$ cat src/rtl/serv_trace_pkg.sv
// serv_trace_pkg: shared constants, record layout and byte view for the RVFI trace serializer.
// SERV_TRACE_MEM_EN adds the memory fields to the record and the stream.
package serv_trace_pkg;
  localparam logic [7:0] SYNC_BYTE = 8'hA5;
  localparam int LEN_BASE = 15;
  localparam int LEN_MEM = 24;
`ifdef SERV_TRACE_MEM_EN
  localparam int LEN = LEN_MEM;
`else
  localparam int LEN = LEN_BASE;
`endif
  localparam int IDX_W = $clog2(LEN);
  localparam int FLAG_TRAP = 7;
  localparam int FLAG_DROP = 6;
  localparam int FLAG_MEM = 5;
  typedef struct packed {
`ifdef SERV_TRACE_MEM_EN
    logic [31:0] mem_data;
    logic [7:0]  mem_mask;
    logic [31:0] mem_addr;
`endif
    logic [31:0] rd_wdata;
    logic [31:0] insn;
    logic [31:0] pc;
    logic [7:0]  flags;
    logic [7:0]  order;
  } rec_t;
  typedef logic [LEN-1:0][7:0] rec_bytes_t;
  // Byte 0 sits in the low lane, so every field comes out little-endian.
  function automatic rec_bytes_t rec_bytes(rec_t r);
`ifdef SERV_TRACE_MEM_EN
    return {r.mem_data, r.mem_mask, r.mem_addr, r.rd_wdata, r.insn, r.pc, r.flags, r.order, SYNC_BYTE};
`else
    return {r.rd_wdata, r.insn, r.pc, r.flags, r.order, SYNC_BYTE};
`endif
  endfunction
endpackage

$ cat src/rtl/serv_trace_fifo.sv
// serv_trace_fifo: record FIFO with async active-low reset; caller never pushes when full.
module serv_trace_fifo
  import serv_trace_pkg::*;
#(
  parameter int DEPTH = 4
) (
  input  logic                     i_clk,
  input  logic                     i_rst_n,
  input  logic                     i_push,
  input  logic                     i_pop,
  input  rec_t                     i_data,
  output rec_t                     o_data,
  output logic                     o_full,
  output logic                     o_empty,
  output logic [$clog2(DEPTH):0]   o_count
);
  localparam int AW = $clog2(DEPTH);
  localparam int CW = AW + 1;
  rec_t mem [DEPTH];
  logic [AW-1:0] wr_ptr, rd_ptr;
  always_ff @(posedge i_clk or negedge i_rst_n) begin
    if (!i_rst_n) begin
      wr_ptr  <= '0;
      rd_ptr  <= '0;
      o_count <= '0;
    end else begin
      if (i_push) wr_ptr <= wr_ptr + AW'(1);
      if (i_pop) rd_ptr <= rd_ptr + AW'(1);
      if (i_push && !i_pop) o_count <= o_count + CW'(1);
      else if (!i_push && i_pop) o_count <= o_count - CW'(1);
    end
  end
  always_ff @(posedge i_clk) begin
    if (i_push) mem[wr_ptr] <= i_data;
  end
  assign o_data = mem[rd_ptr];
  assign o_full = o_count == CW'(DEPTH);
  assign o_empty = o_count == '0;
endmodule

$ cat src/rtl/serv_rvfi_trace.sv
// serv_rvfi_trace: captures RVFI retirements into a FIFO and streams them as framed bytes.
// Define SERV_TRACE_MEM_EN to include mem_addr, masks and mem data in each record.
module serv_rvfi_trace
  import serv_trace_pkg::*;
#(
  parameter int DEPTH = 4
) (
  input  logic        i_clk,
  input  logic        i_rst_n,
  input  logic        i_en,
  input  logic        i_rvfi_valid,
  input  logic [63:0] i_rvfi_order,
  input  logic [31:0] i_rvfi_insn,
  input  logic        i_rvfi_trap,
  input  logic [31:0] i_rvfi_pc_rdata,
  input  logic [4:0]  i_rvfi_rd_addr,
  input  logic [31:0] i_rvfi_rd_wdata,
  input  logic [31:0] i_rvfi_mem_addr,
  input  logic [3:0]  i_rvfi_mem_rmask,
  input  logic [3:0]  i_rvfi_mem_wmask,
  input  logic [31:0] i_rvfi_mem_rdata,
  input  logic [31:0] i_rvfi_mem_wdata,
  output logic [7:0]  o_tdata,
  output logic        o_tvalid,
  output logic        o_tlast,
  input  logic        i_tready,
  output logic [7:0]  o_drop_cnt
);
  localparam int CW = $clog2(DEPTH) + 1;
  localparam logic ST_IDLE = 1'b0;
  localparam logic ST_SEND = 1'b1;
  logic state, state_nx, pend_drop, cap, push, pop, last, full, empty;
  logic [IDX_W-1:0] idx;
  logic [CW-1:0] count;
  rec_t wr_rec, head;
  rec_bytes_t bytes;
  logic unused_ok;
  assign cap = i_rvfi_valid & i_en;
  assign push = cap & ~full;
  assign last = idx == IDX_W'(LEN - 1);
  assign o_tvalid = state == ST_SEND;
  assign o_tlast = o_tvalid & last;
  assign pop = o_tvalid & i_tready & last;
  assign bytes = rec_bytes(head);
  assign o_tdata = o_tvalid ? bytes[idx] : 8'h00;
  // SEND tracks "FIFO non-empty after this edge", so a capture into an idle block streams next cycle.
  assign state_nx = pop ? ((push | (count > CW'(1))) ? ST_SEND : ST_IDLE)
                        : ((push | ~empty) ? ST_SEND : ST_IDLE);
  always_comb begin
    wr_rec = '0;
    wr_rec.order = i_rvfi_order[7:0];
    wr_rec.flags[FLAG_TRAP] = i_rvfi_trap;
    wr_rec.flags[FLAG_DROP] = pend_drop;
    wr_rec.flags[4:0] = i_rvfi_rd_addr;
    wr_rec.pc = i_rvfi_pc_rdata;
    wr_rec.insn = i_rvfi_insn;
    wr_rec.rd_wdata = (i_rvfi_rd_addr == 5'd0) ? 32'h0 : i_rvfi_rd_wdata;
`ifdef SERV_TRACE_MEM_EN
    wr_rec.flags[FLAG_MEM] = |(i_rvfi_mem_rmask | i_rvfi_mem_wmask);
    wr_rec.mem_addr = i_rvfi_mem_addr;
    wr_rec.mem_mask = {i_rvfi_mem_rmask, i_rvfi_mem_wmask};
    wr_rec.mem_data = |i_rvfi_mem_wmask ? i_rvfi_mem_wdata : i_rvfi_mem_rdata;
`endif
  end
`ifdef SERV_TRACE_MEM_EN
  assign unused_ok = ^i_rvfi_order[63:8];
`else
  assign unused_ok = ^{i_rvfi_order[63:8], i_rvfi_mem_addr, i_rvfi_mem_rmask, i_rvfi_mem_wmask,
                       i_rvfi_mem_rdata, i_rvfi_mem_wdata};
`endif
  always_ff @(posedge i_clk or negedge i_rst_n) begin
    if (!i_rst_n) begin
      state      <= ST_IDLE;
      idx        <= '0;
      pend_drop  <= 1'b0;
      o_drop_cnt <= '0;
    end else begin
      if (cap && full) begin
        pend_drop <= 1'b1;
        if (o_drop_cnt != 8'hFF) o_drop_cnt <= o_drop_cnt + 8'd1;
      end else if (push) begin
        pend_drop <= 1'b0;
      end
      if (o_tvalid && i_tready) idx <= last ? '0 : idx + IDX_W'(1);
      state <= state_nx;
    end
  end
  serv_trace_fifo #(.DEPTH(DEPTH)) u_fifo (
    .i_clk   (i_clk),
    .i_rst_n (i_rst_n),
    .i_push  (push),
    .i_pop   (pop),
    .i_data  (wr_rec),
    .o_data  (head),
    .o_full  (full),
    .o_empty (empty),
    .o_count (count)
  );
endmodule

$ cat config.mk
export PLATFORM = sky130hd
export DESIGN_NAME = serv_rvfi_trace
export DESIGN_NICKNAME = d
export VERILOG_FILES = /design/src/rtl/serv_trace_pkg.sv /design/src/rtl/serv_trace_fifo.sv /design/src/rtl/serv_rvfi_trace.sv
export SDC_FILE = /design/constraint.sdc
export NUM_CORES = 1
export LEC_CHECK = 0
export BUFFER_PORTS_ARGS = -buffer_cell sky130_fd_sc_hd__buf_2
export CELL_PAD_IN_SITES_DETAIL_PLACEMENT = 2
export CELL_PAD_IN_SITES_GLOBAL_PLACEMENT = 2
export CORE_UTILIZATION = 46
export DETAILED_ROUTE_END_ITERATION = 10
export PLACE_DENSITY_LB_ADDON = 0.1
export SETUP_SLACK_MARGIN = 0.5
export SYNTH_ARGS = -nofsm -noshare
export SYNTH_HDL_FRONTEND = slang
export SYNTH_HIERARCHICAL = 1
export SYNTH_SLANG_ARGS = --single-unit
$ cat constraint.sdc
create_clock -name i_clk -period 10.86 [get_ports i_clk]
set_input_delay 1.086 -clock i_clk [delete_from_list [all_inputs] [get_ports i_clk]]
set_output_delay 1.086 -clock i_clk [all_outputs]
set_load 0.005 [all_outputs]
==> key figures, run 1 <==
Synthesis
  • Synth Instances: 847
  • Synthesized area per cell: 21.8 sq um
  • Synth top area cells: edfxtp_1 73%, mux4_2 14%, dfrtp_1 2.8%
  • Share of the synthesized area in the top cell type: 72.9%
  • Synth Flop Type: edfxtp_1
  • Sequential-to-total area share from yosys stat: 75.7%
  • Leading area contributor after synthesis: edfxtp_1
  • Async set-or-reset flop fraction in the synthesized netlist: 4.48%
  • Yosys warns: 6
  • Synthesized area: 18500 sq um
  • Unique masters post-synth: 43
  • #FFs+latches synth: 469
  • Number of enable flip-flop cells after synthesis: 448

Clock network
  • PostCTS Resize Cnt: 0
  • TritonCTS buffer count: 50
  • Root Buffer: clkbuf_16
  • Post-CTS Hold Fix Bufs: 0
  • Clock Pin Slew Worst Setup and Hold Paths: 60 ps
  • # Post-CTS Setup Buffers: 0
  • CTS max path bufs: 3
  • CTS tree: yes
  • Clk_lat worst skew: 580 ps
  • H-tree depth: 2
  • CTS sink cnt: 469

Job
  • MaxCap Viol Count: 0

Drt
  • DRC violations left: 0
  • Vias: 8890
  • DR WL/cell: 28.3 um
  • Routed vias/inst: 5.68
  • Final ANT Viol Nets: 0
  • Drt pass-1 iters: 4
  • DRT iter0 DRCs: 660
  • Total Routed Length: 44200 um

GRT
  • Total GRT Usage: 22.2%
  • Vias in the first global route: 10041
  • Antenna violations before repair: 7
  • Largest net degree at the start of global routing: 68
  • First-pass GRT wire length: 66000 um
  • GR Overflow Total: 0

STA
  • Fmax: 196 MHz
  • Worst slew margin: 25.9%
  • Final hold vios: 0
  • Tightest Pin Transition: 1110 ps
  • Final setup vio count: 0
  • Max Clock Skew: 10.6 ps
  • Min Tclk post-route: 5110 ps
  • RSZ-0062 raised after global routing: false
  • Fin crit share: 47.0%
  • Final Max Tran Viols: 0
  • Total negative slack: 0 ps

Worst setup path
  • FF-to-FF setup slack: 7350 ps
  • Crit path max fanout: 44
  • Critical path startpoint category: flop
  • Critical path class: flop to primary output
  • CP Capture Type: primary output
  • FF-to-FF path depth: 10
  • WP data arrival: 4020 ps
  • Data required time of the worst path: 9770 ps

Place
  • Post-DP HPWL: 27000 um
  • Routability cong.: 0.709
  • Port bufs: 132
  • Placed cells: 1473

Die
  • Io pins: 293
  • Die area: 40900 sq um
  • Die height: 202 um
  • Die width: 202 um
  • Num rows: 73
  • Starting density of the core: 46.6%
  • Core area: 39600 sq um

Finish
  • Commonest cells after routing, fill and taps aside: 448 x edfxtp_1, 132 x buf_2, 114 x mux4_2
  • Synth-to-Final Area Change: 14.3%
  • Final std cells w/o fill: 1565
  • Commonest non-fill, non-tap cell in the layout: edfxtp_1
  • Share of cells above drive strength 1: 32.9%
  • Post-layout nets: 1282

Hold path
  • Worst Hold Depth: 1
  • HP Class: flop to flop

Pwr
  • Pwr per Cell Area: 244 nW/um^2
  • P_leak: 0.00695 uW
  • Peak supply drop: 0.141 mV

Status
  • Outcome: completed
## flip-flops by register name, summed over array words and instances, names as in the netlist
| register | count |
|---|---|
| u_fifo/o_count | 3 |
| u_fifo/wr_ptr | 2 |
| o_tvalid | 1 |
| u_fifo/rd_ptr | 2 |
| idx | 4 |
| pend_drop | 1 |
| u_fifo/mem | 448 |
| o_drop_cnt | 8 |
## per-stage QoR
step	hold WS (ps)	worst slack, ps	utilization [%]	area (sq um)	power [uW]
floorplan	476	6300	-	18500	3210
global placement	489	6290	49.4	19600	3570
detailed placement	481	6250	49.4	19600	3630
CTS	490	5620	53.2	21100	5240
global route	507	5440	53.2	21100	5360
finish	489	5750	53.2	21100	5150
## worst max-delay path: stages, from the launching register on
cell,delay [ps]
dfrtp_4,510
buf_4,750
buf_4,640
mux4_2,590
mux2i_1,250
o22ai_1,150
o31a_1,350
buf_2,140
## cells by family after synthesis
logic type                 after synthesis  share of synthesized area [%]
adders and majority gates                7                          0.515
other                                    1                         0.0203
AOI/OAI and AO/OA                       46                           1.83
muxes                                  159                           16.6
buffers and inverters                   50                           1.74
DFF                                    469                           75.7
xor gates and xnor gates                13                          0.617
and+or+nand+nor                        102                           2.98
## worst paths after layout
check,endpoint,from
max in group asynchronous,u_fifo/rd_ptr[1],i_rst_n
setup / recovery,o_tdata[3],u_fifo/rd_ptr[0]
hold / removal,o_drop_cnt[6],o_drop_cnt[6]
min in group asynchronous,o_drop_cnt[6],i_rst_n
hold reg to reg,o_drop_cnt[6],o_drop_cnt[6]
setup reg to reg,u_fifo/o_count[2],idx[0]
## synth_stat cells, drive strengths merged, types with 5 or more instances
library cell  instances
mux2                  7
mux2i                36
xor2                  8
o2111ai               5
and2                  6
buf                  38
clkbuf                8
edfxtp              448
mux4                116
dfrtp                21
nor2                  6
nor2b                39
ha                    6
o21ai                12
xnor2                 5
nor3                  8
a221oi                8
nand2                27
nand3                 6
o22ai                 8
## power breakdown
group | leakage, uW | switching [uW] | internal, uW
clock | 0.000727 | 686 | 899
combinational | 0.00190 | 677 | 547
sequential | 0.00433 | 138 | 2200
## area by class of cell
cell class	instances	area [sq um]
Multi-Input combinational cell	331	4180
Timing Repair Buffer	144	751
Antenna cell	4	10.0
Clock buffer	57	1300
Sequential cell	469	14000
Inverter	4	15.0
Fill cell	3423	18500
Tap cell	525	657
Clock inverter	31	199
## metal layers
metal / track usage, % / vias to the layer above / part of all wire (%)
li1: - / 3839 / -
met1: 29.1 / 4745 / 42
met2: 37.2 / 218 / 51
met3: 4.58 / 80 / 4.7
met4: 7.41 / 8 / 2.6
met5: 0 / - / 0.11
(Power assumes the default switching activity.)
==> run 2, diff against run 1 <==
--- a/config.mk
+++ b/config.mk
@@ -8,7 +8,7 @@
 export BUFFER_PORTS_ARGS = -buffer_cell sky130_fd_sc_hd__buf_2
 export CELL_PAD_IN_SITES_DETAIL_PLACEMENT = 2
 export CELL_PAD_IN_SITES_GLOBAL_PLACEMENT = 2
-export CORE_UTILIZATION = 46
+export CORE_UTILIZATION = 43
 export DETAILED_ROUTE_END_ITERATION = 10
 export PLACE_DENSITY_LB_ADDON = 0.1
 export SETUP_SLACK_MARGIN = 0.5
==> constraint.sdc (replaced) <==
create_clock -name i_clk -period 5.2 [get_ports i_clk]
set_input_delay 0.52 -clock i_clk [delete_from_list [all_inputs] [get_ports i_clk]]
set_output_delay 0.52 -clock i_clk [all_outputs]
set_load 0.005 [all_outputs]
==> run 2 against run 1 <==
Net effect: non-clock buffer count rose by 15; via count fell by 0.31%; sequential cell count did not move; register-to-register slack got worse by 5300 ps; critical path type unchanged; sequential power rose by 110%; sequential share of layout area fell by 1.1 points; die area rose by 6.9%; final cell count rose by 1.7%; critical path depth rose by 1; setup slack got worse by 4700 ps; first-iteration DRC count fell by 14%; cell area rose by 1.7%.
==> key figures, run 2 (synthesis results as in run 1) <==
Status
  • Outcome: completed

Pwr
  • P_leak: 0.00712 uW (+2.5%)
  • Pwr per Cell Area: 521 nW/um^2 (+110%)
  • Sw Pwr: 3150 uW (+110%)
  • Internal power: 8040 uW (+120%)
  • Clock Power Share: 32.7% (+1.9 points)
  • Peak supply drop: 0.268 mV (+91%)
  • Sw frac: 28.1% (-0.99 points)
  • Sequential power share: 43.9% (-1.6 points)
  • Comb pwr share: 23.4% (-0.4 points)

Hold path
  • Hold Path Sink: u_fifo/mem[3][24]
  • HP Class: primary input to flop
  • Hold path start: i_rvfi_pc_rdata[8]
  • Worst Hold Depth: 1 (unchanged)

Clock network
  • Root Buffer: clkbuf_16
  • # Post-CTS Setup Buffers: 0 (unchanged)
  • CTS tree: yes
  • Clk_lat worst skew: 580 ps (about the same)
  • H-tree depth: 2 (unchanged)
  • CTS sink cnt: 469 (unchanged)
  • CTS max path bufs: 3 (unchanged)
  • Clock Pin Slew Worst Setup and Hold Paths: 60 ps (about the same)
  • TritonCTS buffer count: 49 (-2.0%)

Finish
  • Regs by FF count: u_fifo/mem: 448 flops, o_drop_cnt: 8 flops, idx: 4 flops
  • Post-layout nets: 1296 (+1.1%)
  • Multi-input logic area: 4180 sq um (unchanged)
  • FILL cells: 3606 (+5.3%)
  • Commonest non-fill, non-tap cell in the layout: edfxtp_1
  • Max reg flops: 448 (unchanged)
  • Share of cells above drive strength 1: 34.0% (+1.1 points)
  • Final std cells w/o fill: 1592 (+1.7%)
  • Design area: 21500 sq um (+1.7%)
  • Reg with most FFs: u_fifo/mem
  • Synth-to-Final Area Change: 16.3%
  • Commonest cells after routing, fill and taps aside: 448 x edfxtp_1, 132 x buf_2, 114 x mux4_2
  • Register area: 14000 sq um (unchanged)

Place
  • Port bufs: 132 (unchanged)
  • Placed cells: 1501 (+1.9%)
  • Instance area at placement: 19800 sq um (+0.95%)
  • Post-DP HPWL: 27700 um (+2.8%)
  • Routability cong.: 0.710 (+0.14%)

STA
  • Fmax: 241 MHz
  • Fin crit share: 79.8%
  • Tightest Pin Transition: 1050 ps (-56.8 ps)
  • Min Tclk post-route: 4150 ps
  • Worst slew margin: 29.7% (+3.8 points)
  • Final Max Tran Viols: 0 (unchanged)
  • Total negative slack: 0 ps (unchanged)
  • Max Clock Skew: 10.3 ps (-0.260 ps)
  • Final setup vio count: 0 (unchanged)
  • Final hold vios: 0 (unchanged)
  • RSZ-0062 raised after global routing: false

Worst setup path
  • Critical path startpoint category: flop
  • FF-to-FF setup slack: 2020 ps (-5330 ps)
  • Critical R2R Launch: idx[2]
  • Crit path max fanout: 27 (-39%)
  • FF-to-FF End: u_fifo/o_count[1]
  • FF-to-FF path depth: 7 (-3)
  • Data required time of the worst path: 4680 ps (-5090 ps)
  • Slowest stage delay, CP: 700 ps (-50 ps)
  • Critical path class: flop to primary output
  • CP max-delay cell: dfrtp_4
  • CP Cell Sequence: buf_12, buf_4, mux4_2, mux2i_1, o22ai_1, o21ai_0, nand2_1, buf_2
  • WP data arrival: 3630 ps (-390 ps)
  • CP Capture Type: primary output

Drt
  • DRT iter0 DRCs: 567 (-14%)
  • Final ANT Viol Nets: 0 (unchanged)
  • Routed vias/inst: 5.57 (-2.0%)
  • DR WL/cell: 27.5 um (-2.6%)
  • Total Routed Length: 43800 um (-0.89%)
  • Vias: 8862 (-0.31%)
  • Drt pass-1 iters: 4 (unchanged)
  • DRC violations left: 0 (unchanged)

GRT
  • GR Overflow Total: 0 (unchanged)
  • Largest net degree at the start of global routing: 61 (-10%)
  • Total GRT Usage: 20.8% (-1.4 points)
  • Vias in the first global route: 9861 (-1.8%)
  • Antenna violations before repair: 2 (-5)
  • First-pass GRT wire length: 65900 um (-0.16%)

Die
  • Starting density of the core: 43.8% (-2.8 points)
  • Die width: 209 um (+3.4%)
  • Num rows: 75 (+2.7%)
  • Die area: 43800 sq um (+6.9%)
  • Die height: 209 um (+3.4%)
  • Io pins: 293 (unchanged)
  • Core area: 42100 sq um (+6.3%)

Job
  • MaxCap Viol Count: 0 (unchanged)
-- run 2: cell count changes in the layout (fill, tap and decap cells not counted) --
cell,before,now
buf_4,12,21
diode_2,4,2
inv_6,2,1
buf_12,0,5
clkinvlp_4,3,2
clkinv_4,0,1
clkinv_1,17,9
bufinv_16,2,9
clkbuf_1,6,12
dlygate4sd3_1,0,1
clkinv_2,7,3
-- run 2: critical path: cells and delay by family, from the launching register on --
family                 cells  cell delay, ps
and+or+nand+nor            1              90
AOI/OAI and AO/OA          2             450
buffers and inverters      3             920
muxes                      2             830
DFF                        1             700
-- run 2: area by class of cell --
cell class	count	share of cell area [%]
Sequential cell	469	65.2
Antenna cell	2	0.0233
Multi-Input combinational cell	331	19.5
Timing Repair Buffer	159	4.33
Clock buffer	63	6.16
Clock inverter	25	1.64
Inverter	4	0.0699
Tap cell	539	3.14
-- run 2: power groups by stage --
stage	registers [uW]	logic, uW	clock network, uW
after floorplan	4800	1900	0
after CTS	4920	2690	3750
after global placement	4960	2620	0
after detailed placement	5000	2670	0
final	4910	2620	3660
after global routing	4960	2830	3860
-- run 2: worst max-delay path by stage --
stage                                 from                to  slack [ps]
after global routing      u_fifo/rd_ptr[0]        o_tdata[5]         760
after CTS                 u_fifo/rd_ptr[0]        o_tdata[0]         960
after detailed placement  u_fifo/rd_ptr[0]        o_tdata[0]        1600
final                     u_fifo/rd_ptr[0]        o_tdata[0]        1050
after floorplan               i_rvfi_valid  u_fifo/mem[0][0]        1210
after global placement    u_fifo/rd_ptr[0]        o_tdata[1]        1670
-- run 2: what timing repair did --
action,CTS,global route
hold buffers,1,0
gates resized for setup,0,0
endpoints found under the setup margin,0,0
endpoints found under the hold margin,21,0
-- run 2: stage by stage --
stage | power, uW | setup slack (ps) | hold slack (ps) | util, %
2_1_floorplan | 6700 | 1210 | 224 | -
3_3_place_gp | 7570 | 1670 | 489 | 46.9
3_5_place_dp | 7660 | 1600 | 505 | 46.9
4_1_cts | 11400 | 958 | 126 | 50.9
5_1_grt | 11600 | 763 | 139 | 50.9
6_report | 11200 | 1050 | 161 | 50.9
-- run 2: routing by layer --
metal | track usage [%] | share of wire (%) | vias up
li1 | - | - | 3872
met1 | 27.2 | 42 | 4720
met2 | 35.9 | 52 | 211
met3 | 3.43 | 4.0 | 59
met4 | 6.11 | 2.3 | 0
met5 | 0 | 0 | -
